===== config.mk =====
export PLATFORM = sky130hd
export DESIGN_NAME = sw_readout_controller
export DESIGN_NICKNAME = d
export VERILOG_FILES = /design/src/rtl/sw_readout_controller.sv
export SDC_FILE = /design/constraint.sdc
export NUM_CORES = 1
export LEC_CHECK = 0
export CAP_MARGIN = 0
export CORE_UTILIZATION = 30
export DETAILED_ROUTE_END_ITERATION = 16
export DONT_BUFFER_PORTS = 1
export HOLD_SLACK_MARGIN = 0.1
export PLACE_DENSITY = 0.55
export SLEW_MARGIN = 30
export SYNTH_ARGS = -nofsm -noshare
export SYNTH_HDL_FRONTEND = slang
export SYNTH_SLANG_ARGS = --single-unit

===== constraint.sdc =====
create_clock -name clk -period 1.9 [get_ports clk]
set_clock_uncertainty 0.05 [all_clocks]
set_input_delay 0.19 -clock clk [delete_from_list [all_inputs] [get_ports clk]]
set_output_delay 0.19 -clock clk [all_outputs]
set_load 0.02 [all_outputs]

===== src/rtl/sw_readout_controller.sv =====
// sw_readout_controller
//   Sequences the load/read handshake on the bottom (dn) port of the pixel
//   switch-cell readout chain. A small pending counter stands in for the L1
//   overflow buffer. For each pending event the controller issues one load,
//   waits for the chain to settle, and then reads hits for as long as the
//   chain reports unreadHit.
//
// Parameters
//   L1_DEPTH     max pending (triggered, not yet loaded) events
//   SETTLE_CYC   idle cycles after load before unreadHit is sampled (>=1)
//   TIMEOUT_CYC  max consecutive SCAN read cycles (watchdog build only)
//
// Ports
//   clk, reset     clock, synchronous active-high reset
//   L1A            trigger accept pulse, one event per high cycle
//   unreadHit      chain still holds unread hits for the current event
//   enable         permit starting new events
//   load           one-cycle load strobe to the chain (registered)
//   read           read strobe to the chain (unreadHit gated by SCAN)
//   busy           FSM not idle
//   pendingCount   events waiting for load
//   empty / full   pendingCount == 0 / == L1_DEPTH (registered)
//   eventDone      one-cycle pulse when an event is fully drained
//   eventHits      hits read for the last event, valid with eventDone
//   overflowCount  L1A dropped while full, saturating at 255
//   timeoutErr     sticky read-timeout flag
//
// Build option
//   SWRO_READ_TIMEOUT_EN  enables the SCAN watchdog; otherwise SCAN is
//                         unbounded and timeoutErr is tied low.
module sw_readout_controller #(
  parameter int L1_DEPTH    = 8,
  parameter int SETTLE_CYC  = 2,
  parameter int TIMEOUT_CYC = 64,
  localparam int CW = $clog2(L1_DEPTH + 1)
) (
  input  logic          clk,
  input  logic          reset,
  input  logic          L1A,
  input  logic          unreadHit,
  input  logic          enable,
  output logic          load,
  output logic          read,
  output logic          busy,
  output logic [CW-1:0] pendingCount,
  output logic          empty,
  output logic          full,
  output logic          eventDone,
  output logic [7:0]    eventHits,
  output logic [7:0]    overflowCount,
  output logic          timeoutErr
);

  localparam int SW = $clog2(SETTLE_CYC + 1);

  if (L1_DEPTH < 1 || SETTLE_CYC < 1 || TIMEOUT_CYC < 1) begin : gBadParam
    $error("sw_readout_controller: L1_DEPTH, SETTLE_CYC and TIMEOUT_CYC must be >= 1");
  end

  typedef enum logic [1:0] {IDLE, LOAD, SETTLE, SCAN} state_t;

  state_t          state;
  logic [SW-1:0]   settleCnt;
  logic [7:0]      hitCnt;
  logic [7:0]      hitNext;
  logic            accept;
  logic            drop;
  logic [CW-1:0]   pendNext;

  // Both terms are register outputs or synchronous inputs, so the strobe
  // cannot glitch within a cycle.
  assign read = unreadHit && (state == SCAN);
  assign busy = (state != IDLE);

  assign hitNext = (hitCnt == 8'hFF) ? hitCnt : hitCnt + 8'd1;

  // load is high exactly in the LOAD cycle, so it doubles as the decrement.
  // A trigger on the load cycle always fits, even when full.
  assign accept = L1A && (!full || load);
  assign drop   = L1A && full && !load;

  always_comb begin
    pendNext = pendingCount;
    if (accept && !load)
      pendNext = pendingCount + CW'(1);
    else if (!accept && load)
      pendNext = pendingCount - CW'(1);
  end

  always_ff @(posedge clk) begin
    if (reset) begin
      pendingCount  <= '0;
      empty         <= 1'b1;
      full          <= 1'b0;
      overflowCount <= '0;
    end else begin
      pendingCount <= pendNext;
      empty        <= (pendNext == '0);
      full         <= (pendNext == CW'(L1_DEPTH));
      if (drop && overflowCount != 8'hFF)
        overflowCount <= overflowCount + 8'd1;
    end
  end

`ifdef SWRO_READ_TIMEOUT_EN
  localparam int TW = $clog2(TIMEOUT_CYC + 1);
  logic [TW-1:0] scanCnt;
  logic          timeoutFlag;
  assign timeoutErr = timeoutFlag;
`else
  assign timeoutErr = 1'b0;
`endif

  always_ff @(posedge clk) begin
    if (reset) begin
      state     <= IDLE;
      load      <= 1'b0;
      eventDone <= 1'b0;
      eventHits <= '0;
      hitCnt    <= '0;
      settleCnt <= '0;
`ifdef SWRO_READ_TIMEOUT_EN
      scanCnt     <= '0;
      timeoutFlag <= 1'b0;
`endif
    end else begin
      load      <= 1'b0;
      eventDone <= 1'b0;
      case (state)
        IDLE: begin
          if (enable && pendingCount != '0) begin
            state <= LOAD;
            load  <= 1'b1;
          end
        end
        LOAD: begin
          hitCnt    <= '0;
          settleCnt <= '0;
`ifdef SWRO_READ_TIMEOUT_EN
          scanCnt   <= '0;
`endif
          state     <= SETTLE;
        end
        SETTLE: begin
          // unreadHit is not trusted until the chain has settled
          if (settleCnt == SW'(SETTLE_CYC - 1))
            state <= SCAN;
          else
            settleCnt <= settleCnt + SW'(1);
        end
        SCAN: begin
          if (!unreadHit) begin
            eventDone <= 1'b1;
            eventHits <= hitCnt;
            state     <= IDLE;
          end else begin
            hitCnt <= hitNext;
`ifdef SWRO_READ_TIMEOUT_EN
            // This cycle is the last permitted read: report the event with
            // the hits read so far (including this one) and give up.
            if (scanCnt == TW'(TIMEOUT_CYC - 1)) begin
              timeoutFlag <= 1'b1;
              eventDone   <= 1'b1;
              eventHits   <= hitNext;
              state       <= IDLE;
            end else begin
              scanCnt <= scanCnt + TW'(1);
            end
`endif
          end
        end
        default: state <= IDLE;
      endcase
    end
  end

endmodule

==> run summary, run 1 <==
crit path DAT: 1.84 ns
r2r endpoint: state[0]
top_reg_cell synth: dfxtp_1
final hold slack: 0.112 ns
Design Power: 2.03 mW
drt drc: 0
depth of the worst register-to-register path: 6
Max VDD drop: 302 µV
Antenna Cells: 0
power density over the cells: 1000 nW/µm²
final setup vio count: 0
reg2reg setup slack: 0.17 ns
placed cell areas: 1900 µm²
Synth Instances: 205
CP startpoint kind: register
cell area after layout: 2020 µm²
Clk pwr share: 32.5%
Pint: 1.39 mW
H-Tree Level Count: 2
Syn Std Cell Area: 1750 µm²
CP Max Fanout: 3
critical path type: reg -> reg
CTS buffer count: 5
Hold WC Path Type: in -> reg
total grt overflow: 0
Root Driver: clkbuf_8
HPWL after detailed placement: 2620 µm
worst-margin pin slew: 0.547 ns
max cap viols: 0
unrepaired setup endpoints after global routing: no
I/O pin cnt: 32
Seq pwr share: 42.9%
f_max: 579 MHz
Fin. Hold Viols: 0
Cells after DPL: 283
net count after synthesis: 220
Cell variety after synth: 42
Die ar.: 6130 µm²
largest net degree at the start of global routing: 31
via count of the first global-routing pass: 1311
switching power as a share of total power: 31.4%
core area: 5570 µm²
status: finished, final reports clean
Avg Inst Size Synth: 8.52 µm²
port bufs: 0
Comb pwr share: 24.6%
routed vias: 1439
fin crit period: 1.73 ns
initial cell density of the core: 31.3%
CP endpoint kind: register
Hold Path Cell Cnt: 2
number of synthesized register bits: 36
share of cells above drive strength 1: 11.8%
WP data required: 2.01 ns
Setup TNS Final: 0 ns
Routed wire per std cell: 12.6 µm
LEAKAGE: 0.764 nW
YS warnings: 0
Max clock buf depth: 2
Post-Layout Cell Count: 293
final net count: 235
fillers: 560
Worst slew margin: 63.6%
sequential share of the synthesized area: 41.3%
initial antenna violation count: 0
All-Layer GR Usage: 12.8%
Via density: 4.91
clk sinks: 36
ANT nets after route: 0
die height: 78.3 µm
Die Wd: 78.3 µm
fraction of registers with async set/reset: 0%
Initial DRC Count: 55
Worst-path clk slew: 0.08 ns
P&R area growth vs syn: 15.6%
crit share post-route: 91.0%
Clk Latency, worst-skew pair: 0.29 ns
Rows: 27
first-pass GRT wire length: 6110 µm
R2R Path Start: pendingCount[0]
GP Congestion: 0.818
switching power total: 0.637 mW
Slew Viols, Final: 0
CP endpoint: state[0]
crit path launch: pendingCount[0]
setup bufs post-CTS: 0
CTS tree: yes
number of synthesized flops with an enable pin: 0
WL final: 3700 µm
drt pass-1 iters: 4
[power by group through the flow]
stage | clock, mW | sequential, mW | combinational, mW
3_3_place_gp | 0 | 0.885 | 0.487
3_5_place_dp | 0 | 0.887 | 0.483
5_1_grt | 0.720 | 0.874 | 0.563
2_1_floorplan | 0 | 0.896 | 0.375
6_report | 0.659 | 0.870 | 0.500
4_1_cts | 0.687 | 0.870 | 0.500
[layout by cell type, fill, tap and decap left out, types with 2 or more instances in the layout]
cell and n:
a211oi_1 5, clkbuf_8 5, nor2_1 27, a31oi_1 3, mux2i_1 5, nor3_1 8, nand2b_1 2, o21ai_0 3
a2111oi_0 2, nand3b_1 2, xor2_1 5, inv_1 13, nor2b_1 4, a21oi_1 17, and3_1 3, dfxtp_1 36
o211ai_1 2, buf_4 11, nand3_1 5, and4_1 2, ha_1 10, a31o_2 2, nand2_1 21, xnor2_1 3
a22oi_1 2, nand4_1 3
[routing by layer]
layer | up-vias | track usage [%] | part of all wire (%)
met5 | - | 0 | 0
met1 | 663 | 16.2 | 48
met2 | 20 | 19.7 | 45
met3 | 7 | 3.72 | 4.4
li1 | 749 | - | -
met4 | 0 | 6.11 | 1.9
[how the worst min path moves through the flow]
stage | start | slack (ns) | endpoint
global placement | reset | 0.21 | state[1]
global route | L1A | 0.11 | pendingCount[1]
finish | L1A | 0.11 | pendingCount[1]
detailed placement | reset | 0.22 | state[1]
floorplan | enable | 0.33 | load
CTS | L1A | 0.11 | pendingCount[1]
[metrics by stage]
stage               util (%)  setup slack [ns]
floorplan                  -             0.127
global placement        34.0             0.236
detailed placement      34.0             0.213
CTS                     36.3             0.142
global route            36.2            0.0602
finish                  36.2             0.172
[flip-flops by register name, indices dropped and copies added (netlist names)]
register       cells
hitCnt             8
pendingCount       4
eventDone          1
empty              1
eventHits          8
load               1
settleCnt          2
full               1
state              2
overflowCount      8
[critical path, stage by stage (launching register included)]
cell	delay (ns)
dfxtp_1	0.32
inv_1	0.11
ha_1	0.18
or3b_2	0.48
a31o_2	0.27
a21oi_1	0.14
nor3_1	0.06
[cell usage after synthesis, types with 3 or more instances]
cell type / number / share of area, %
a211oi_1: 5 / 2.1
a21oi_1: 17 / 4.9
a31oi_1: 3 / 1.1
and3_1: 3 / 1.1
dfxtp_1: 36 / 41
ha_1: 10 / 7.2
inv_1: 13 / 2.8
mux2i_1: 5 / 2.9
nand2_1: 21 / 4.5
nand3_1: 5 / 1.4
nand4_1: 3 / 1.1
nor2_1: 27 / 5.8
nor2b_1: 4 / 1.4
nor3_1: 8 / 2.3
o21ai_0: 3 / 0.86
xnor2_1: 3 / 1.5
xor2_1: 5 / 2.5
[cell families after synthesis]
group                      synth area share [%]
adders and majority gates                  7.16
DFF                                        41.3
xor gates and xnor gates                   4.01
buffers and inverters                      4.08
other                                     0.215
AOI/OAI and AO/OA                          15.5
and+or+nand+nor                            24.9
muxes                                      2.87
[final cells by class]
cell class	instances	area, µm²	area share [%]
repair buffers	13	97.6	4.83
clock buffers	6	72.6	3.59
flip-flops and latches	36	721	35.7
well taps	72	90.1	4.46
inverters	13	48.8	2.42
clock inverters	2	35.0	1.73
multi-input cells	151	955	47.3
[what timing repair did]
item                                    CTS  global route
hold buffers                              2             0
endpoints found under the setup margin    0             0
resized for setup                         0             0
endpoints found under the hold margin    30             0
Note: power is estimated with default switching activity, not from simulation.
==> run 2, diff against run 1 <==
TNS_END_PERCENT = 100   (was default)
clock period = 2.15 ns   (was 1.9 ns; I/O delays follow)
==> run 2 against run 1 <==
Compared with the run above:
- sequential cell count unchanged
- critical path depth unchanged
- clock power down 32%
- largest cell class unchanged
- total power down 19%
- via count down 0.35%
- die area unchanged
==> run summary, run 2 (synthesized netlist as in run 1, its figures left out) <==
reg2reg setup slack: 0.32 ns (+0.15 ns)
critical path type: reg -> reg
Die Wd: 78.3 µm (unchanged)
met1 usage: 16.7% (+0.52 points)
fin crit period: 1.83 ns (+0.0978 ns)
crit path DAT: 1.93 ns (+0.09 ns)
Top Registers: eventHits (8), hitCnt (8), overflowCount (8)
drt drc: 0 (unchanged)
GR Util met2: 19.0% (-0.70 points)
initial cell density of the core: 31.3% (unchanged)
Max clock buf depth: 2 (unchanged)
fillers: 592 (+5.7%)
CP Max Fanout: 7 (+4)
Rows: 27 (unchanged)
status: finished, final reports clean
ANT nets after route: 0 (unchanged)
hold_sp: L1A
Worst slew margin: 65.3% (+1.7 points)
max cap viols: 0 (unchanged)
setup bufs post-CTS: 0 (unchanged)
P&R area growth vs syn: 12.3%
Routed wire per std cell: 12.6 µm (about the same)
power density over the cells: 841 nW/µm² (-16%)
initial antenna violation count: 0 (unchanged)
R2R Path Start: pendingCount[1]
Hold Path Cell Cnt: 2 (unchanged)
f_max: 548 MHz (-5.4%)
routed vias: 1434 (-0.35%)
GP Congestion: 0.813 (-0.57%)
WP data required: 2.25 ns (+0.24 ns)
Initial DRC Count: 67 (+22%)
H-Tree Level Count: 2 (unchanged)
Clk Latency, worst-skew pair: 0.28 ns (about the same)
LEAKAGE: 0.729 nW (-4.7%)
CP endpoint kind: register
Die ar.: 6130 µm² (unchanged)
HPWL after detailed placement: 2540 µm (-3.2%)
CP startpoint kind: register
Fin. Hold Viols: 0 (unchanged)
M3 GR Usage: 3.84% (+0.12 points)
clk sinks: 36 (unchanged)
crit share post-route: 84.9% (-6.0 points)
Via density: 4.98 (+1.4%)
r2r endpoint: state[0]
Worst-path clk slew: 0.07 ns (about the same)
CTS tree: yes
I/O pin cnt: 32 (unchanged)
Antenna Cells: 0 (unchanged)
share of cells above drive strength 1: 9.26% (-2.5 points)
worst-margin pin slew: 0.521 ns (-0.0258 ns)
final net count: 231 (-1.7%)
unrepaired setup endpoints after global routing: no
WL final: 3640 µm (-1.6%)
final setup vio count: 0 (unchanged)
die height: 78.3 µm (unchanged)
Hold WC Path Type: in -> reg
final hold slack: 0.163 ns (+0.0510 ns)
port bufs: 0 (unchanged)
via count of the first global-routing pass: 1279 (-2.4%)
most frequent cells in the layout: 36 x dfxtp_1, 27 x nor2_1, 21 x nand2_1
largest net degree at the start of global routing: 30 (-3.2%)
Hold Path End: pendingCount[1]
Design Power: 1.65 mW (-19%)
CTS buffer count: 5 (unchanged)
Root Driver: clkbuf_8
depth of the worst register-to-register path: 6 (unchanged)
All-Layer GR Usage: 12.8% (about the same)
Max VDD drop: 250 µV (-17%)
first-pass GRT wire length: 6020 µm (-1.5%)
core area: 5570 µm² (unchanged)
total grt overflow: 0 (unchanged)
Slew Viols, Final: 0 (unchanged)
busiest layer in global routing: met2
commonest non-fill, non-tap cell in the layout: dfxtp_1
Setup TNS Final: 0 ns (unchanged)
drt pass-1 iters: 4 (unchanged)
==> run 2: per-stage QoR <==
stage | std cells | util (%) | worst slack, ns | instance area (µm²)
global route | 288 | 35.2 | 0.180 | 1960
detailed placement | 278 | 33.4 | 0.365 | 1860
global placement | 278 | 33.4 | 0.375 | 1860
finish | 288 | 35.2 | 0.324 | 1960
CTS | 288 | 35.3 | 0.302 | 1970
floorplan | 205 | - | 0.377 | 1750
==> run 2: final cells by class <==
class / count / area (µm²) / area share (%)
tap: 72 / 90.1 / 4.59
clock buffer: 6 / 72.6 / 3.70
clock inverter: 1 / 5.00 / 0.255
sequential: 36 / 721 / 36.7
timing repair buffer: 9 / 70.1 / 3.57
inverter: 13 / 48.8 / 2.49
multi-input combinational: 151 / 955 / 48.7
==> run 2: worst max-delay path by stage <==
stage	from	cells past startpoint	to
floorplan	pendingCount[0]	6	state[0]
global placement	pendingCount[1]	6	state[0]
detailed placement	pendingCount[1]	6	state[0]
CTS	pendingCount[1]	6	state[0]
global route	pendingCount[1]	6	state[0]
finish	pendingCount[1]	6	state[0]
==> run 2: power breakdown <==
| part | leakage [nW] | total [mW] | switching, mW | internal (mW) |
|---|---|---|---|---|
| Clock | 0.0410 | 0.451 | 0.231 | 0.220 |
| Sequential | 0.291 | 0.780 | 0.0686 | 0.712 |
| Combinational | 0.396 | 0.419 | 0.250 | 0.169 |
| Total | 0.729 | 1.65 | 0.549 | 1.10 |
==> run 2: layer usage <==
layer / part of all wire [%] / up-vias
met2: 44 / 32
met3: 5.1 / 6
li1: - / 743
met5: 0 / -
met1: 49 / 653
met4: 2.0 / 0
==> run 2: what timing repair did <==
action	CTS	global route
endpoints found under the setup margin	0	0
hold buffers	3	0
endpoints found under the hold margin	29	0
gates resized for setup	0	0
==> run 2: critical path: stages (launching register included) <==
cell     delay (ns)
dfxtp_1        0.42
inv_1          0.12
ha_1           0.17
or3b_2         0.47
a31o_2         0.27
a21oi_1        0.13
nor3_1         0.06
